$ cat config.mk
export PLATFORM = sky130hd
export DESIGN_NAME = apb_fifo_flat
export DESIGN_NICKNAME = d
export VERILOG_FILES = /design/src/rtl/apb_fifo_if.sv /design/src/rtl/apb_fifo.sv /design/src/flat_wrapper.sv
export SDC_FILE = /design/constraint.sdc
export NUM_CORES = 1
export LEC_CHECK = 0
export ABC_AREA = 1
export BUFFER_PORTS_ARGS = -buffer_cell sky130_fd_sc_hd__buf_2
export CORE_MARGIN = 2
export CORE_UTILIZATION = 47
export CTS_CLUSTER_SIZE = 12
export DETAILED_ROUTE_END_ITERATION = 10
export HOLD_SLACK_MARGIN = 0.1
export PLACE_DENSITY = 0.69
export SYNTH_ARGS = -nofsm -noshare
export SYNTH_HDL_FRONTEND = slang
export SYNTH_SLANG_ARGS = --single-unit
$ cat constraint.sdc
create_clock -name PCLK -period 3.4 [get_ports PCLK]
set_input_delay 0.68 -clock PCLK [delete_from_list [all_inputs] [get_ports PCLK]]
set_output_delay 0.68 -clock PCLK [all_outputs]
set_load 0.02 [all_outputs]
$ cat src/rtl/apb_fifo_if.sv
// APB slave bus bundle for apb_fifo.
// Master drives address/control/write data; slave returns read data and ready.
interface apb_fifo_if;
    logic [3:0]  PADDR;
    logic        PWRITE;
    logic        PSEL;
    logic        PENABLE;
    logic [31:0] PWDATA;
    logic [31:0] PRDATA;
    logic        PREADY;

    modport master (
        output PADDR, PWRITE, PSEL, PENABLE, PWDATA,
        input  PRDATA, PREADY
    );

    modport slave (
        input  PADDR, PWRITE, PSEL, PENABLE, PWDATA,
        output PRDATA, PREADY
    );
endinterface

$ cat src/rtl/apb_fifo.sv
// APB-mapped FIFO with FSR/FWD/FRD/FCR registers and one wait state.
// Define APB_FIFO_ERR_EN to build sticky overflow/underflow flags.
module apb_fifo #(
    parameter int DEPTH = 8,
    parameter int DW    = 8
) (
    input  logic      PCLK,
    input  logic      PRESET,
    apb_fifo_if.slave bus,
    output logic      fifo_empty,
    output logic      fifo_full
);
    localparam int AW = $clog2(DEPTH);
    localparam int CW = AW + 1;

    typedef enum logic { IDLE, RESP } state_t;
    typedef enum logic [1:0] {
        A_FSR, A_FWD, A_FRD, A_FCR
    } reg_t;

    state_t        state, state_nx;
    reg_t          addr;
    logic [DW-1:0] mem [DEPTH];
    logic [AW-1:0] wr_ptr, rd_ptr;
    logic [CW-1:0] count;
    logic [31:0]   prdata, rdata, fsr;
    logic          ovf, udf;
    logic          commit, push, pop, clr;
    logic          unused_bits;

    assign addr   = reg_t'(bus.PADDR[3:2]);
    assign commit = (state == IDLE) && bus.PSEL && bus.PENABLE;
    assign push   = commit && bus.PWRITE && (addr == A_FWD);
    assign pop    = commit && !bus.PWRITE && (addr == A_FRD);
    assign clr    = commit && bus.PWRITE && (addr == A_FCR)
                    && bus.PWDATA[0];

    assign fifo_empty = (count == '0);
    assign fifo_full  = (count == CW'(DEPTH));

    assign bus.PREADY = (state == RESP);
    assign bus.PRDATA = prdata;

    assign unused_bits = ^{bus.PADDR[1:0], bus.PWDATA[31:DW]};

    always_ff @(posedge PCLK or posedge PRESET) begin
        if (PRESET) state <= IDLE;
        else        state <= state_nx;
    end

    always_comb begin
        state_nx = state;
        unique case (state)
            IDLE: if (bus.PSEL && bus.PENABLE) state_nx = RESP;
            RESP: state_nx = IDLE;
            default: state_nx = IDLE;
        endcase
    end

    assign fsr = {23'd0, 5'(count), udf, ovf, fifo_full, fifo_empty};

    always_comb begin
        rdata = 32'd0;
        unique case (addr)
            A_FSR: rdata = fsr;
            A_FRD: if (!fifo_empty) rdata = 32'(mem[rd_ptr]);
            default: rdata = 32'd0;
        endcase
    end

    always_ff @(posedge PCLK or posedge PRESET) begin
        if (PRESET)                        prdata <= 32'd0;
        else if (commit && !bus.PWRITE)    prdata <= rdata;
    end

    // Storage is never reset; only pointers and count define validity.
    always_ff @(posedge PCLK) begin
        if (push && !fifo_full) mem[wr_ptr] <= bus.PWDATA[DW-1:0];
    end

    always_ff @(posedge PCLK or posedge PRESET) begin
        if (PRESET) begin
            wr_ptr <= '0;
            rd_ptr <= '0;
            count  <= '0;
        end else if (clr) begin
            wr_ptr <= '0;
            rd_ptr <= '0;
            count  <= '0;
        end else if (push && !fifo_full) begin
            wr_ptr <= wr_ptr + AW'(1);
            count  <= count + CW'(1);
        end else if (pop && !fifo_empty) begin
            rd_ptr <= rd_ptr + AW'(1);
            count  <= count - CW'(1);
        end
    end

`ifdef APB_FIFO_ERR_EN
    always_ff @(posedge PCLK or posedge PRESET) begin
        if (PRESET) begin
            ovf <= 1'b0;
            udf <= 1'b0;
        end else if (clr) begin
            ovf <= 1'b0;
            udf <= 1'b0;
        end else begin
            if (push && fifo_full)  ovf <= 1'b1;
            if (pop && fifo_empty)  udf <= 1'b1;
        end
    end
`else
    assign ovf = 1'b0;
    assign udf = 1'b0;
`endif
endmodule

$ cat src/flat_wrapper.sv
// flat-port wrapper written by rule: the top's interface ports become plain ports
module apb_fifo_flat 
#(
    parameter int DEPTH = 8,
    parameter int DW    = 8
)
  (PCLK, PRESET, fifo_empty, fifo_full, bus_PADDR, bus_PWRITE, bus_PSEL, bus_PENABLE, bus_PWDATA, bus_PRDATA, bus_PREADY);
  apb_fifo_if bus_i ();
  input  logic PCLK;
  input  logic PRESET;
  output logic fifo_empty;
  output logic fifo_full;
  input wire logic [$bits(bus_i.PADDR)-1:0] bus_PADDR;
  input wire logic [$bits(bus_i.PWRITE)-1:0] bus_PWRITE;
  input wire logic [$bits(bus_i.PSEL)-1:0] bus_PSEL;
  input wire logic [$bits(bus_i.PENABLE)-1:0] bus_PENABLE;
  input wire logic [$bits(bus_i.PWDATA)-1:0] bus_PWDATA;
  output wire logic [$bits(bus_i.PRDATA)-1:0] bus_PRDATA;
  output wire logic [$bits(bus_i.PREADY)-1:0] bus_PREADY;
  assign bus_i.PADDR = bus_PADDR;
  assign bus_i.PWRITE = bus_PWRITE;
  assign bus_i.PSEL = bus_PSEL;
  assign bus_i.PENABLE = bus_PENABLE;
  assign bus_i.PWDATA = bus_PWDATA;
  assign bus_PRDATA = bus_i.PRDATA;
  assign bus_PREADY = bus_i.PREADY;
  apb_fifo #(.DEPTH(DEPTH), .DW(DW)) u_core (.PCLK(PCLK), .PRESET(PRESET), .bus(bus_i), .fifo_empty(fifo_empty), .fifo_full(fifo_full));
endmodule
* After elaboration in Yosys (flattened, before gate mapping) *
Memories as Yosys holds them, arrays and structs flattened.
Index checks and enable logic that the tools add are counted.

storage, ports and cells
  bits in registers = 43
  memories kept = 1
  output and inout port bits = 35
  bits in writable memories = 64
  input port bits = 41
  word-level logic and storage cells = 50

memories
  name        depth  width  rd ports  clocked after memory_dff  write ports  line            RTL
  u_core.mem  8      8      1         0                         1            apb_fifo.sv:23  logic [DW-1:0] mem [DEPTH];

operators by class
  eq/ne operators = 5
  add/sub/neg operators = 4
  reductions and logical operators = 20
  bitwise logic cells = 1
  multiplexer cells = 14

operators by type and width
  kind                 number
  $pmux 32 s2          1
  $mux 3               5
  $mux 4               3
  $logic_and 1x1->1    11
  $mux 8               1
  $add 3x1->3 const B  2
  $add 4x1->4 const B  1
  $eq 2x2->1 const B   2
  $eq 4x4->1 const B   1
  $logic_not 4->1      1
  $reduce_bool 2->1    2
  $sub 4x1->4 const B  1
  $logic_not 1->1      3
  $mux 1               3
  $reduce_bool 3->1    1
  $eq 2x1->1 const B   1
  $logic_not 2->1      1
  $ne 2x1->1 const B   1
  $pmux 1 s2           1
  $reduce_and 2->1     1
  $not 1->1            1

* Logic depth before layout (Yosys ltp) *
  word-level depth = 9
  depth in mapped cells = 12
  depth with buffers taken out = 12

* Worst setup path before layout *
OpenSTA, ideal clock, no wires.

  path kind = input port to flip-flop
  start = input port bus_PENABLE
  end = memory u_core.mem[0][0], enable pin
  slack = 1.206 ns
  required time = 3.017 ns
  stages on the path = 6
  library setup time = 0.383 ns
  buffers on the path = 0
  arrival time = 1.811 ns
  path through = nand3_2 > nor2_4 > inv_2 > nor2_8 > nand2_4 > nor3_1

on the way
  word-level cells in the longest chain between the ends = 6

RTL lines
  item                             line                RTL
  start, declared                  flat_wrapper.sv:16  input wire logic [$bits(bus_i.PENABLE)-1:0] bus_PENABLE;
  $logic_and 1x1->1                apb_fifo.sv:32      assign commit = (state == IDLE) && bus.PSEL && bus.PENABLE;
  $logic_and 1x1->1 (2 in series)  apb_fifo.sv:33      assign push = commit && bus.PWRITE && (addr == A_FWD);
  $logic_and 1x1->1                apb_fifo.sv:78      if (push && !fifo_full) mem[wr_ptr] <= bus.PWDATA[DW-1:0];
  $mux 1                           apb_fifo.sv:78
  $mux 1 (implied by the code)     apb_fifo.sv:78
  end, declared                    apb_fifo.sv:23

No other way between the ends.

* Final worst setup path *
  start = register u_core.state (netlist: u_core.bus.PREADY)
  end = memory u_core.mem[4][4], enable pin

on the way
  word-level cells in the longest chain between the ends = 8

RTL lines
  item                             line            RTL
  start, declared                  apb_fifo.sv:21  state_t state, state_nx;
  start signal, assigned           apb_fifo.sv:48  else state <= state_nx;
  $not 1->1                        apb_fifo.sv:32
  $logic_and 1x1->1 (2 in series)  apb_fifo.sv:32
  $logic_and 1x1->1 (2 in series)  apb_fifo.sv:33
  $logic_and 1x1->1                apb_fifo.sv:78
  $mux 1                           apb_fifo.sv:78
  $mux 1 (implied by the code)     apb_fifo.sv:78

No other way between the ends.

==> summary.md <==
| Metric | Value |
|---|---|
| Dpl hpwl | `5210 µm` |
| Maximum vdd drop | `0.299 mV` |
| Status | `finished, final reports clean` |
| Int Power | `1.95 mW` |
| I/O pin total | `76` |
| Post-Synth XOR/XNOR Area | `0.653%` |
| Initial antenna violation count | `0` |
| Worst-path maximum fanout | `6` |
| Routed Antenna Nets | `0` |
| Yosys warnings | `0` |
| Post-synthesis compound-gate area fraction | `4.73%` |
| Cell Area, Synth | `4020 µm²` |
| Share of layout cells above drive strength 1 | `19.2%` |
| Worst Path Arrival | `2.22 ns` |
| Clock Sink Count | `83` |
| Placer's final routability congestion estimate | `0.808` |
| Leakage power | `1.99 nW` |
| Cell Pwr Density | `696 nW/µm²` |
| Max-Cap Viols | `0` |
| Setup tns final | `0 ns` |
| CTS tree | `done` |
| Critical path type | `reg2reg` |
| Number of port buffers | `25` |
| Final Slew Violations | `0` |
| Clk root buf | `clkbuf_8` |
| Core area | `8260 µm²` |
| Area share of fa/ha/maj cells after synthesis | `1.74%` |
| Hold Fails Final Rpt | `0` |
| Crit path launch type | `flop` |
| Starting DRT DRC Count | `169` |
| Period utilization | `63.4%` |
| Row cnt | `33` |
| Vias in the first global route | `2,444` |
| Register bit total from synthesis | `83` |
| Post-layout nets | `469` |
| Slowest library cell on the worst path | `nor3_1` |
| Unrepaired setup endpoints after global routing | `no` |
| Leading cell type in the layout, fill and taps excluded | `nand2_1` |
| Hold Path Class | `in2async` |
| 1st-pass router iterations | `4` |
| Sw Ratio | `36.8%` |
| Final setup fails | `0` |
| Setup bufs post-CTS | `0` |
| Vias | `2,703` |
| Clock buffer depth | `2` |
| Clock power share | `26.0%` |
| DRC Markers | `0` |
| Commonest cells after routing, fill and taps aside | `78 x nand2_1, 64 x edfxtp_1, 48 x inv_1` |
| Die Height | `96.5 µm` |
| Worst-path cell chain | `inv_1 -> nand3_2 -> nor2_4 -> inv_2 -> nor2_8 -> nand2_4 -> nor3_1 -> buf_4` |
| Number of synthesized flops with an enable pin | `64` |
| Drt total wl | `7980 µm` |
| Critical Path Max Stage Delay | `0.55 ns` |
| Total global routing track utilization | `18.7%` |
| TritonCTS Buffers | `9` |
| Total gr overflow | `0` |
| Simple-gate share of the synthesized area | `21.4%` |
| Final Util | `53.6%` |
| Maximum clock rate | `464 MHz` |
| Reg power frac | `41.8%` |
| NetSw | `1.13 mW` |
| Cts hold-fix bufs | `0` |
| Hold WS | `0.442 ns` |
| Main combinational cell family by area after synthesis | `simple AND/OR/NAND/NOR gates` |
| Most used DFF post-synth | `edfxtp_1` |
| Tmin final | `2.16 ns` |
| First-pass GRT wire length | `12,500 µm` |
| Die Area | `9320 µm²` |
| Area Overhead vs Synth | `10.0%` |
| Chip Width | `96.5 µm` |
| Post-cts resize count | `0` |
| Via density per instance | `5.07` |
| Final Skew | `0.0104 ns` |
| Largest net degree at the start of global routing | `35` |
| Seq/Total Area, Yosys | `59.6%` |
| Worst Tran Pin Value | `0.749 ns` |
| Gate Count Post-Synth | `389` |
| Post-Syn Area per Cell | `10.3 µm²` |
| Clk_lat worst skew | `0.36 ns` |
| Multiplexer share of the synthesized area | `0%` |
| H-tree Lvls | `3` |
| WP data required | `3.46 ns` |
| Combinational share of power | `32.2%` |
| Setup crit end kind | `flop` |
| Fraction of registers with async set/reset | `22.9%` |
| WL/cell | `15.0 µm` |
| Library cells used by synthesis | `35` |
| Rel. slew slack | `50.0%` |
| # diodes | `0` |
| Initial Utilization | `48.7%` |
| CTS clk-pin slew, worst paths | `0.09 ns` |
## worst paths after layout
path,from,end,slack [ns],cells past startpoint
max,u_core.bus.PREADY$_DFF_PP0_,u_core.mem[4][4]$_DFFE_PP_,1.24,8
min,PRESET,u_core.wr_ptr[1]$_DFFE_PP0P_,0.44,2
max reg2reg,u_core.bus.PREADY$_DFF_PP0_,u_core.mem[4][4]$_DFFE_PP_,1.24,8
min reg2reg,u_core.bus.PRDATA[2]$_DFFE_PP0N_,u_core.bus.PRDATA[2]$_DFFE_PP0N_,0.48,2
max in group asynchronous,PRESET,u_core.bus.PREADY$_DFF_PP0_,2.49,2
min in group PCLK,u_core.bus.PRDATA[2]$_DFFE_PP0N_,u_core.bus.PRDATA[2]$_DFFE_PP0N_,0.48,2
## critical path: cells and delay by family (launching register included)
family,cells,cell delay (ns)
buffers and inverters,3,0.42
and+or+nand+nor,5,1.06
DFF,1,0.38
## synthesized netlist by cell type (3+ instances only)
| cell type | instances | area share [%] |
|---|---|---|
| o21ai_2 | 4 | 0.87 |
| inv_2 | 5 | 0.47 |
| edfxtp_1 | 64 | 48 |
| buf_4 | 25 | 4.7 |
| nand3_2 | 4 | 1.0 |
| nor2_1 | 19 | 1.8 |
| buf_2 | 7 | 0.87 |
| o21ai_1 | 4 | 0.50 |
| ha_1 | 4 | 1.2 |
| a21oi_1 | 12 | 1.5 |
| nand2_4 | 4 | 1.1 |
| inv_1 | 48 | 4.5 |
| nand2_1 | 78 | 7.3 |
| nor3_1 | 8 | 1.0 |
| o21ai_0 | 9 | 1.1 |
| nand2_2 | 4 | 0.62 |
| inv_4 | 3 | 0.47 |
| o211ai_1 | 4 | 0.75 |
| nand3_1 | 44 | 5.5 |
| dfrtp_1 | 19 | 12 |
## final cells by class
type                            count  area (µm²)
Multi-Input combinational cell    236        1240
Sequential cell                    83        2400
Inverter                           58         226
Tap cell                          105         131
Clock inverter                      2        38.8
Fill cell                         707        3830
Timing Repair Buffer               35         200
Clock buffer                       14         195
## per-layer routing
metal,track usage (%),wire length [µm]
met3,3.49,483
met2,32.0,3970
met5,0,0
met1,23.8,3460
met4,7.04,68
## kinds of logic after synthesis
| family | Yosys count |
|---|---|
| flops | 83 |
| other cells | 1 |
| xor+xnor | 3 |
| buf+inv | 93 |
| compound gates | 33 |
| simple gates | 171 |
| fa+ha+maj | 5 |
## state kept, by name (all words and copies together) (netlist names)
name / flops
u_core.bus.PRDATA: 8
u_core.mem: 64
u_core.count: 4
u_core.bus.PREADY: 1
u_core.rd_ptr: 3
u_core.wr_ptr: 3
## through the flow
stage | setup slack (ns) | power [mW] | instances | area [µm²]
floorplan | 1.21 | 2.08 | 412 | 4110
global placement | 0.913 | 2.26 | 517 | 4190
detailed placement | 0.893 | 2.31 | 517 | 4190
CTS | 1.22 | 3.09 | 533 | 4430
global route | 1.12 | 3.25 | 533 | 4430
finish | 1.24 | 3.08 | 533 | 4430
## power by group through the flow
stage | sequential, mW | clock [mW] | combinational, mW
CTS | 1.29 | 0.807 | 1.00
finish | 1.29 | 0.800 | 0.993
global placement | 1.30 | 0 | 0.960
global route | 1.30 | 0.847 | 1.11
detailed placement | 1.31 | 0 | 0.999
floorplan | 1.31 | 0 | 0.775
(Power assumes the default switching activity.)
